## config.mk

```make
export PLATFORM = sky130hd
export DESIGN_NAME = sdram_arbiter_flat
export DESIGN_NICKNAME = d
export VERILOG_FILES = /design/src/rtl/sdram_arb_pkg.sv /design/src/rtl/sdram_arbiter_if.sv /design/src/rtl/sdram_arb_pick.sv /design/src/rtl/sdram_arbiter.sv /design/src/flat_wrapper.sv
export SDC_FILE = /design/constraint.sdc
export NUM_CORES = 1
export LEC_CHECK = 0
export CORE_ASPECT_RATIO = 0.75
export CORE_MARGIN = 4
export CORE_UTILIZATION = 35
export CTS_BUF_LIST = sky130_fd_sc_hd__clkbuf_2 sky130_fd_sc_hd__clkbuf_4 sky130_fd_sc_hd__clkbuf_8
export CTS_CLUSTER_DIAMETER = 100
export DETAILED_ROUTE_END_ITERATION = 8
export GPL_ROUTABILITY_DRIVEN = 0
export MAX_ROUTING_LAYER = met4
export PLACE_DENSITY = 0.71
export SKIP_CTS_REPAIR_TIMING = 1
export SLEW_MARGIN = 25
export SYNTH_ARGS = -nofsm -noshare
export SYNTH_HDL_FRONTEND = slang
export SYNTH_SLANG_ARGS = --single-unit
```

## constraint.sdc

```tcl
create_clock -name CLK -period 3.2 [get_ports CLK]
set_clock_uncertainty 0.1 [all_clocks]
set_input_delay 0.32 -clock CLK [delete_from_list [all_inputs] [get_ports CLK]]
set_output_delay 0.32 -clock CLK [all_outputs]
set_load 0.1 [all_outputs]
```

## src/rtl/sdram_arb_pkg.sv

```systemverilog
// Shared types and sizing helpers for the two-port SDRAM burst arbiter.
package sdram_arb_pkg;

  typedef enum logic [1:0] {
    StIdle,
    StIssue,
    StBurst,
    StDrain
  } arb_state_e;

  localparam int unsigned MaxBurstLength = 8;
  // One spare bit so a full burst count never wraps.
  localparam int unsigned BeatCntWidth   = $clog2(MaxBurstLength) + 1;

  function automatic int unsigned tmo_cnt_width(input int unsigned cycles);
    return $clog2(cycles + 1);
  endfunction

endpackage

```

## src/rtl/sdram_arbiter_if.sv

```systemverilog
// Requester, controller and status signals of the SDRAM arbiter, bundled.
interface sdram_arbiter_if #(
  parameter int unsigned AddressWidth = 24,
  parameter int unsigned WordLength   = 16
);
  logic                    p0_req;
  logic                    p1_req;
  logic                    p0_rw;
  logic                    p1_rw;
  logic [AddressWidth-1:0] p0_addr;
  logic [AddressWidth-1:0] p1_addr;
  logic [WordLength-1:0]   p0_wdata;
  logic [WordLength-1:0]   p1_wdata;
  logic                    p0_ack;
  logic                    p1_ack;
  logic                    p0_wr_beat;
  logic                    p1_wr_beat;
  logic                    p0_rd_beat;
  logic                    p1_rd_beat;
  logic [WordLength-1:0]   p0_rdata;
  logic [WordLength-1:0]   p1_rdata;
  logic                    m_enable;
  logic                    m_rw;
  logic [AddressWidth-1:0] m_addr;
  logic [WordLength-1:0]   m_wdata;
  logic [WordLength-1:0]   m_rdata;
  logic                    m_valid_wr;
  logic                    m_valid_rd;
  logic                    m_busy;
  logic                    o_owner;
  logic                    o_err;

  modport slave (
    input  p0_req, p1_req, p0_rw, p1_rw, p0_addr, p1_addr, p0_wdata, p1_wdata,
    input  m_rdata, m_valid_wr, m_valid_rd, m_busy,
    output p0_ack, p1_ack, p0_wr_beat, p1_wr_beat, p0_rd_beat, p1_rd_beat,
    output p0_rdata, p1_rdata, m_enable, m_rw, m_addr, m_wdata, o_owner, o_err
  );

  modport master (
    output p0_req, p1_req, p0_rw, p1_rw, p0_addr, p1_addr, p0_wdata, p1_wdata,
    output m_rdata, m_valid_wr, m_valid_rd, m_busy,
    input  p0_ack, p1_ack, p0_wr_beat, p1_wr_beat, p0_rd_beat, p1_rd_beat,
    input  p0_rdata, p1_rdata, m_enable, m_rw, m_addr, m_wdata, o_owner, o_err
  );
endinterface

```

## src/rtl/sdram_arb_pick.sv

```systemverilog
// Combinational winner select. SDRAM_ARB_FIXED_PRIO_EN gives port 0 every tie;
// otherwise ties go to the port that did not own the last burst.
module sdram_arb_pick (
  input  logic p0_req,
  input  logic p1_req,
  input  logic owner,
  output logic grant_valid,
  output logic grant
);

`ifdef SDRAM_ARB_FIXED_PRIO_EN
  logic unused_owner;
  assign unused_owner = owner;
`endif

  always_comb begin
    grant_valid = p0_req | p1_req;
    grant       = p1_req;
    if (p0_req && p1_req) begin
`ifdef SDRAM_ARB_FIXED_PRIO_EN
      grant = 1'b0;
`else
      grant = ~owner;
`endif
    end
  end

endmodule

```

## src/rtl/sdram_arbiter.sv

```systemverilog
// Two-port burst arbiter in front of the SDRAM controller (port 0 VGA, port 1 UART).
// Tie policy selectable with SDRAM_ARB_FIXED_PRIO_EN (see sdram_arb_pick).
module sdram_arbiter
  import sdram_arb_pkg::*;
#(
  parameter int unsigned AddressWidth  = 24,
  parameter int unsigned WordLength    = 16,
  parameter int unsigned BurstLength   = 8,
  parameter int unsigned TimeoutCycles = 1024
) (
  input logic            CLK,
  input logic            RST,
  sdram_arbiter_if.slave bus
);

  localparam int unsigned TmoWidth = tmo_cnt_width(TimeoutCycles);
  localparam logic [BeatCntWidth-1:0] BeatLast = BeatCntWidth'(BurstLength - 1);
  // tmo_q lags cycles-since-enable by one; leaving here lands IDLE and o_err
  // exactly TimeoutCycles after the ISSUE cycle.
  localparam logic [TmoWidth-1:0] TmoLast = TmoWidth'(TimeoutCycles - 2);

  arb_state_e              state_q, state_d;
  logic                    owner_q, owner_d;
  logic                    rw_q, rw_d;
  logic [AddressWidth-1:0] addr_q, addr_d;
  logic [BeatCntWidth-1:0] beat_cnt_q, beat_cnt_d;
  logic [TmoWidth-1:0]     tmo_q, tmo_d;
  logic                    err_q, err_d;
  logic [WordLength-1:0]   rdata0_q, rdata1_q;

  logic grant_valid, grant;
  logic issue, in_burst, beat;
  logic p0_wr_hit, p1_wr_hit, p0_rd_hit, p1_rd_hit;

  sdram_arb_pick u_pick (
    .p0_req      (bus.p0_req),
    .p1_req      (bus.p1_req),
    .owner       (owner_q),
    .grant_valid (grant_valid),
    .grant       (grant)
  );

  always_comb begin
    state_d    = state_q;
    owner_d    = owner_q;
    rw_d       = rw_q;
    addr_d     = addr_q;
    beat_cnt_d = beat_cnt_q;
    tmo_d      = tmo_q;
    err_d      = 1'b0;
    issue      = 1'b0;
    in_burst   = 1'b0;
    beat       = 1'b0;
    unique case (state_q)
      StIdle: begin
        if (grant_valid && !bus.m_busy) begin
          owner_d = grant;
          rw_d    = grant ? bus.p1_rw : bus.p0_rw;
          addr_d  = grant ? bus.p1_addr : bus.p0_addr;
          state_d = StIssue;
        end
      end
      StIssue: begin
        issue      = 1'b1;
        beat_cnt_d = '0;
        tmo_d      = '0;
        state_d    = StBurst;
      end
      StBurst: begin
        in_burst = 1'b1;
        beat     = rw_q ? bus.m_valid_rd : bus.m_valid_wr;
        tmo_d    = tmo_q + 1'b1;
        if (beat) begin
          beat_cnt_d = beat_cnt_q + 1'b1;
          if (beat_cnt_q == BeatLast) state_d = StDrain;
        end
        if (tmo_q == TmoLast) begin
          state_d = StIdle;
          err_d   = 1'b1;
        end
      end
      StDrain: begin
        tmo_d = tmo_q + 1'b1;
        if (!bus.m_busy) state_d = StIdle;
        if (tmo_q == TmoLast) begin
          state_d = StIdle;
          err_d   = 1'b1;
        end
      end
      default: state_d = StIdle;
    endcase
  end

  assign p0_wr_hit = in_burst & ~rw_q & ~owner_q & bus.m_valid_wr;
  assign p1_wr_hit = in_burst & ~rw_q &  owner_q & bus.m_valid_wr;
  assign p0_rd_hit = in_burst &  rw_q & ~owner_q & bus.m_valid_rd;
  assign p1_rd_hit = in_burst &  rw_q &  owner_q & bus.m_valid_rd;

  assign bus.m_enable   = issue;
  assign bus.m_rw       = issue & rw_q;
  assign bus.m_addr     = issue ? addr_q : '0;
  assign bus.m_wdata    = in_burst ? (owner_q ? bus.p1_wdata : bus.p0_wdata) : '0;
  assign bus.p0_ack     = issue & ~owner_q;
  assign bus.p1_ack     = issue &  owner_q;
  assign bus.p0_wr_beat = p0_wr_hit;
  assign bus.p1_wr_beat = p1_wr_hit;
  assign bus.p0_rd_beat = p0_rd_hit;
  assign bus.p1_rd_beat = p1_rd_hit;
  assign bus.p0_rdata   = p0_rd_hit ? bus.m_rdata : rdata0_q;
  assign bus.p1_rdata   = p1_rd_hit ? bus.m_rdata : rdata1_q;
  assign bus.o_owner    = owner_q;
  assign bus.o_err      = err_q;

  always_ff @(posedge CLK) begin
    if (!RST) begin
      state_q    <= StIdle;
      owner_q    <= 1'b1;
      rw_q       <= 1'b0;
      addr_q     <= '0;
      beat_cnt_q <= '0;
      tmo_q      <= '0;
      err_q      <= 1'b0;
      rdata0_q   <= '0;
      rdata1_q   <= '0;
    end else begin
      state_q    <= state_d;
      owner_q    <= owner_d;
      rw_q       <= rw_d;
      addr_q     <= addr_d;
      beat_cnt_q <= beat_cnt_d;
      tmo_q      <= tmo_d;
      err_q      <= err_d;
      if (p0_rd_hit) rdata0_q <= bus.m_rdata;
      if (p1_rd_hit) rdata1_q <= bus.m_rdata;
    end
  end

endmodule

```

## src/flat_wrapper.sv

```systemverilog
// flat-port wrapper written by rule: the top's interface ports become plain ports
module sdram_arbiter_flat import sdram_arb_pkg::*;
#(
  parameter int unsigned AddressWidth  = 24,
  parameter int unsigned WordLength    = 16,
  parameter int unsigned BurstLength   = 8,
  parameter int unsigned TimeoutCycles = 1024
)
  (CLK, RST, bus_p0_req, bus_p1_req, bus_p0_rw, bus_p1_rw, bus_p0_addr, bus_p1_addr, bus_p0_wdata, bus_p1_wdata, bus_m_rdata, bus_m_valid_wr, bus_m_valid_rd, bus_m_busy, bus_p0_ack, bus_p1_ack, bus_p0_wr_beat, bus_p1_wr_beat, bus_p0_rd_beat, bus_p1_rd_beat, bus_p0_rdata, bus_p1_rdata, bus_m_enable, bus_m_rw, bus_m_addr, bus_m_wdata, bus_o_owner, bus_o_err);
  sdram_arbiter_if #(.AddressWidth(AddressWidth), .WordLength(WordLength)) bus_i ();
  input logic CLK;
  input logic RST;
  input wire logic [$bits(bus_i.p0_req)-1:0] bus_p0_req;
  input wire logic [$bits(bus_i.p1_req)-1:0] bus_p1_req;
  input wire logic [$bits(bus_i.p0_rw)-1:0] bus_p0_rw;
  input wire logic [$bits(bus_i.p1_rw)-1:0] bus_p1_rw;
  input wire logic [$bits(bus_i.p0_addr)-1:0] bus_p0_addr;
  input wire logic [$bits(bus_i.p1_addr)-1:0] bus_p1_addr;
  input wire logic [$bits(bus_i.p0_wdata)-1:0] bus_p0_wdata;
  input wire logic [$bits(bus_i.p1_wdata)-1:0] bus_p1_wdata;
  input wire logic [$bits(bus_i.m_rdata)-1:0] bus_m_rdata;
  input wire logic [$bits(bus_i.m_valid_wr)-1:0] bus_m_valid_wr;
  input wire logic [$bits(bus_i.m_valid_rd)-1:0] bus_m_valid_rd;
  input wire logic [$bits(bus_i.m_busy)-1:0] bus_m_busy;
  output wire logic [$bits(bus_i.p0_ack)-1:0] bus_p0_ack;
  output wire logic [$bits(bus_i.p1_ack)-1:0] bus_p1_ack;
  output wire logic [$bits(bus_i.p0_wr_beat)-1:0] bus_p0_wr_beat;
  output wire logic [$bits(bus_i.p1_wr_beat)-1:0] bus_p1_wr_beat;
  output wire logic [$bits(bus_i.p0_rd_beat)-1:0] bus_p0_rd_beat;
  output wire logic [$bits(bus_i.p1_rd_beat)-1:0] bus_p1_rd_beat;
  output wire logic [$bits(bus_i.p0_rdata)-1:0] bus_p0_rdata;
  output wire logic [$bits(bus_i.p1_rdata)-1:0] bus_p1_rdata;
  output wire logic [$bits(bus_i.m_enable)-1:0] bus_m_enable;
  output wire logic [$bits(bus_i.m_rw)-1:0] bus_m_rw;
  output wire logic [$bits(bus_i.m_addr)-1:0] bus_m_addr;
  output wire logic [$bits(bus_i.m_wdata)-1:0] bus_m_wdata;
  output wire logic [$bits(bus_i.o_owner)-1:0] bus_o_owner;
  output wire logic [$bits(bus_i.o_err)-1:0] bus_o_err;
  assign bus_i.p0_req = bus_p0_req;
  assign bus_i.p1_req = bus_p1_req;
  assign bus_i.p0_rw = bus_p0_rw;
  assign bus_i.p1_rw = bus_p1_rw;
  assign bus_i.p0_addr = bus_p0_addr;
  assign bus_i.p1_addr = bus_p1_addr;
  assign bus_i.p0_wdata = bus_p0_wdata;
  assign bus_i.p1_wdata = bus_p1_wdata;
  assign bus_i.m_rdata = bus_m_rdata;
  assign bus_i.m_valid_wr = bus_m_valid_wr;
  assign bus_i.m_valid_rd = bus_m_valid_rd;
  assign bus_i.m_busy = bus_m_busy;
  assign bus_p0_ack = bus_i.p0_ack;
  assign bus_p1_ack = bus_i.p1_ack;
  assign bus_p0_wr_beat = bus_i.p0_wr_beat;
  assign bus_p1_wr_beat = bus_i.p1_wr_beat;
  assign bus_p0_rd_beat = bus_i.p0_rd_beat;
  assign bus_p1_rd_beat = bus_i.p1_rd_beat;
  assign bus_p0_rdata = bus_i.p0_rdata;
  assign bus_p1_rdata = bus_i.p1_rdata;
  assign bus_m_enable = bus_i.m_enable;
  assign bus_m_rw = bus_i.m_rw;
  assign bus_m_addr = bus_i.m_addr;
  assign bus_m_wdata = bus_i.m_wdata;
  assign bus_o_owner = bus_i.o_owner;
  assign bus_o_err = bus_i.o_err;
  sdram_arbiter #(.AddressWidth(AddressWidth), .WordLength(WordLength), .BurstLength(BurstLength), .TimeoutCycles(TimeoutCycles)) u_core (.CLK(CLK), .RST(RST), .bus(bus_i));
endmodule
```

==> results.cfg <==
[global_routing]
grt_use_total_pct = 18.0
grt_max_degree = 57
grt_pass1_wl_um = 17600
grt_antenna_before_repair = 0
overflow = 0
grt_pass1_vias = 3573

[timing]
min_period_ns = 2.90
relSlewSlack_pct = 35.7
whs_ns = 0.387
setup_ws_ns = 0.300
rsz0062_at_grt = false
period_share_pct = 90.6
tns_ns = 0
worst_pin_slew_ns = 0.961
drv_slew = 0
hold_violations = 0
fmax_mhz = 345
finalSetupViolations = 0

[pwr]
p_per_area_mw_per_mm2 = 394
leakage_nw = 2.62
pwr-share-comb_pct = 23.0
clock_power_share_pct = 36.3
switchingPower_mw = 0.714
vdd_drop_max_mv = 0.233
pwr-share-seq_pct = 40.7
sw_frac_of_total_pct = 29.0
cell_internal_pwr_mw = 1.75
p_total_mw = 2.47

[clocking]
root_buffer = clkbuf_8
cts_tree = yes
clkSlewWorstSetupHoldPaths_ns = 0.07
h-tree-depth = 3
clockBufferDepth = 2
insertion_delay_ns = 0.35
cts.sinks = 76
numCtsBuffers = 9

[drt]
postRouteWirelength_um = 11200
vias = 3473
drt_pass1_iterations = 6
antenna_left = 0
wl_per_cell_um = 15.6
via_per_inst = 4.85
drt_iter0_drc = 135
post-route-drc-count = 0

[synth]
synthDistinctLibCells = 37
synth_area_mm2 = 0.00379
syn_avg_cell_area_um2 = 9.53
synth_fp_nets = 506
synth_seq_cells = 76
synth_ff_type = dfxtp_1
synth_edf_count = 0
synth.top_cell.area_share_pct = 40.1
syn_inst = 398
yosys-top-cells-count = dfxtp_1 (76), and2_1 (59), mux2i_1 (45)
synthTopCellsByArea = dfxtp_1 (40%), mux2i_1 (12%), and2_1 (9.7%)
yosysMostFrequentCell = dfxtp_1
synth_top_area_cell = dfxtp_1
yosysSeqAreaShare_pct = 40.1
synthArstFlopShare_pct = 0
ys_warn_count = 0

[setup_path]
crit_chain = nand2b_4 > nor3_4 > buf_4 > mux2_2 > buf_12
slowest_delay_ns = 0.64
worstPathArrival_ns = 2.48
cp-start-kind = flop
crit_slowest_cell = dfxtp_1
critical_path.top_delay_family = flip-flops
critPathMaxFanout = 22
required_ns = 2.78
path_buf_inv = 2
worstSetupEndpointType = output pin
worstSetupPathType = flop to output pin

[layout]
layout-drive-gt1-share_pct = 26.4
stdcell_count = 716
area_growth_pct = 65.2
n_antenna_cell = 0
nNetsFinal = 683

[placed_design]
post-place-ws_ns = 0.678
dp_cells = 700
portBuffers = 186
dp_hpwl_um = 8340

[floorplan]
start_util_pct = 36.3
io_pins = 187
die_width_um = 128
dieArea_mm2 = 0.0126
die_y_um = 98.2
rows = 32
core_mm2 = 0.0105

[min_path]
min_path_type = flop to flop

[flow_run]
max-cap-violations = 0

[outcome]
status = completed
## through the flow
step	cell area, µm²	utilization [%]
2_1_floorplan	3820	-
3_3_place_gp	6020	57.6
3_5_place_dp	6020	57.6
4_1_cts	6270	60.0
5_1_grt	6270	60.0
6_report	6270	60.0
## layout make-up
class,instances,area [µm²]
fillers,829,4180
repair buffers,193,2160
multi-input cells,289,2150
flip-flops and latches,76,1520
well taps,136,170
clock buffers,10,138
clock inverters,6,111
inverters,6,22.5
## worst min-delay path: stages, from the launching register on
cell     delay, ns
dfxtp_1       0.32
nand3_1       0.06
o21ai_0       0.06
## worst paths after layout
check | from | to | slack (ns) | cells past startpoint
max | u_core.state_q[1] | bus_p0_rdata[2] | 0.30 | 5
max reg2reg | u_core.state_q[1] | u_core.rdata0_q[3] | 0.88 | 5
min | u_core.tmo_q[10] | u_core.tmo_q[10] | 0.39 | 2
min reg2reg | u_core.tmo_q[10] | u_core.tmo_q[10] | 0.39 | 2
## registers in the layout, summed over array words and instances (netlist names), 2 cells and up
| signal | cells |
|---|---|
| u_core.rdata1_q | 16 |
| u_core.state_q | 2 |
| u_core.rdata0_q | 16 |
| u_core.tmo_q | 11 |
| u_core.beat_cnt_q | 4 |
| u_core.addr_q | 24 |
## placed cells by master (no fill, tap or decap), types with 4 or more instances in the layout
cell type        instances
mux2_4                  18
buf_4                   52
nor2_1                  19
nand2_1                 12
nor2_2                   8
dfxtp_1                 76
clkbuf_8                10
nor3_1                   6
clkdlybuf4s50_1        104
nand2b_1                 4
a21oi_1                 29
o21ai_0                 31
mux2i_1                 45
nand3_1                 10
and2_1                  59
mux2_2                  14
buf_12                  36
inv_1                    6
## cell families (layout without fill, tap and decap cells)
kind of cell,after synthesis,in the layout,synth area share (%)
mux,77,77,23.2
buf+inv,33,215,4.42
compound gates,69,69,9.86
xor+xnor,5,5,1.15
flops,76,76,40.1
fa+ha+maj,3,3,0.990
simple gates,135,135,20.3
## power groups by stage
stage | registers (mW) | clock network [mW] | logic, mW
after floorplan | 1.03 | 0 | 0.344
after global placement | 1.02 | 0 | 0.561
after detailed placement | 1.03 | 0 | 0.569
after CTS | 1.00 | 0.926 | 0.571
after global routing | 1.01 | 0.956 | 0.600
final | 1.00 | 0.896 | 0.566
## routing by layer
metal | vias up | global-route usage, % | wire [µm]
met5 | - | - | 0
met4 | 0 | 4.49 | 112
met3 | 10 | 5.52 | 746
met2 | 118 | 30.1 | 5500
met1 | 1617 | 20.9 | 4810
li1 | 1728 | - | -
No activity file was read; power rests on OpenSTA's default activity.
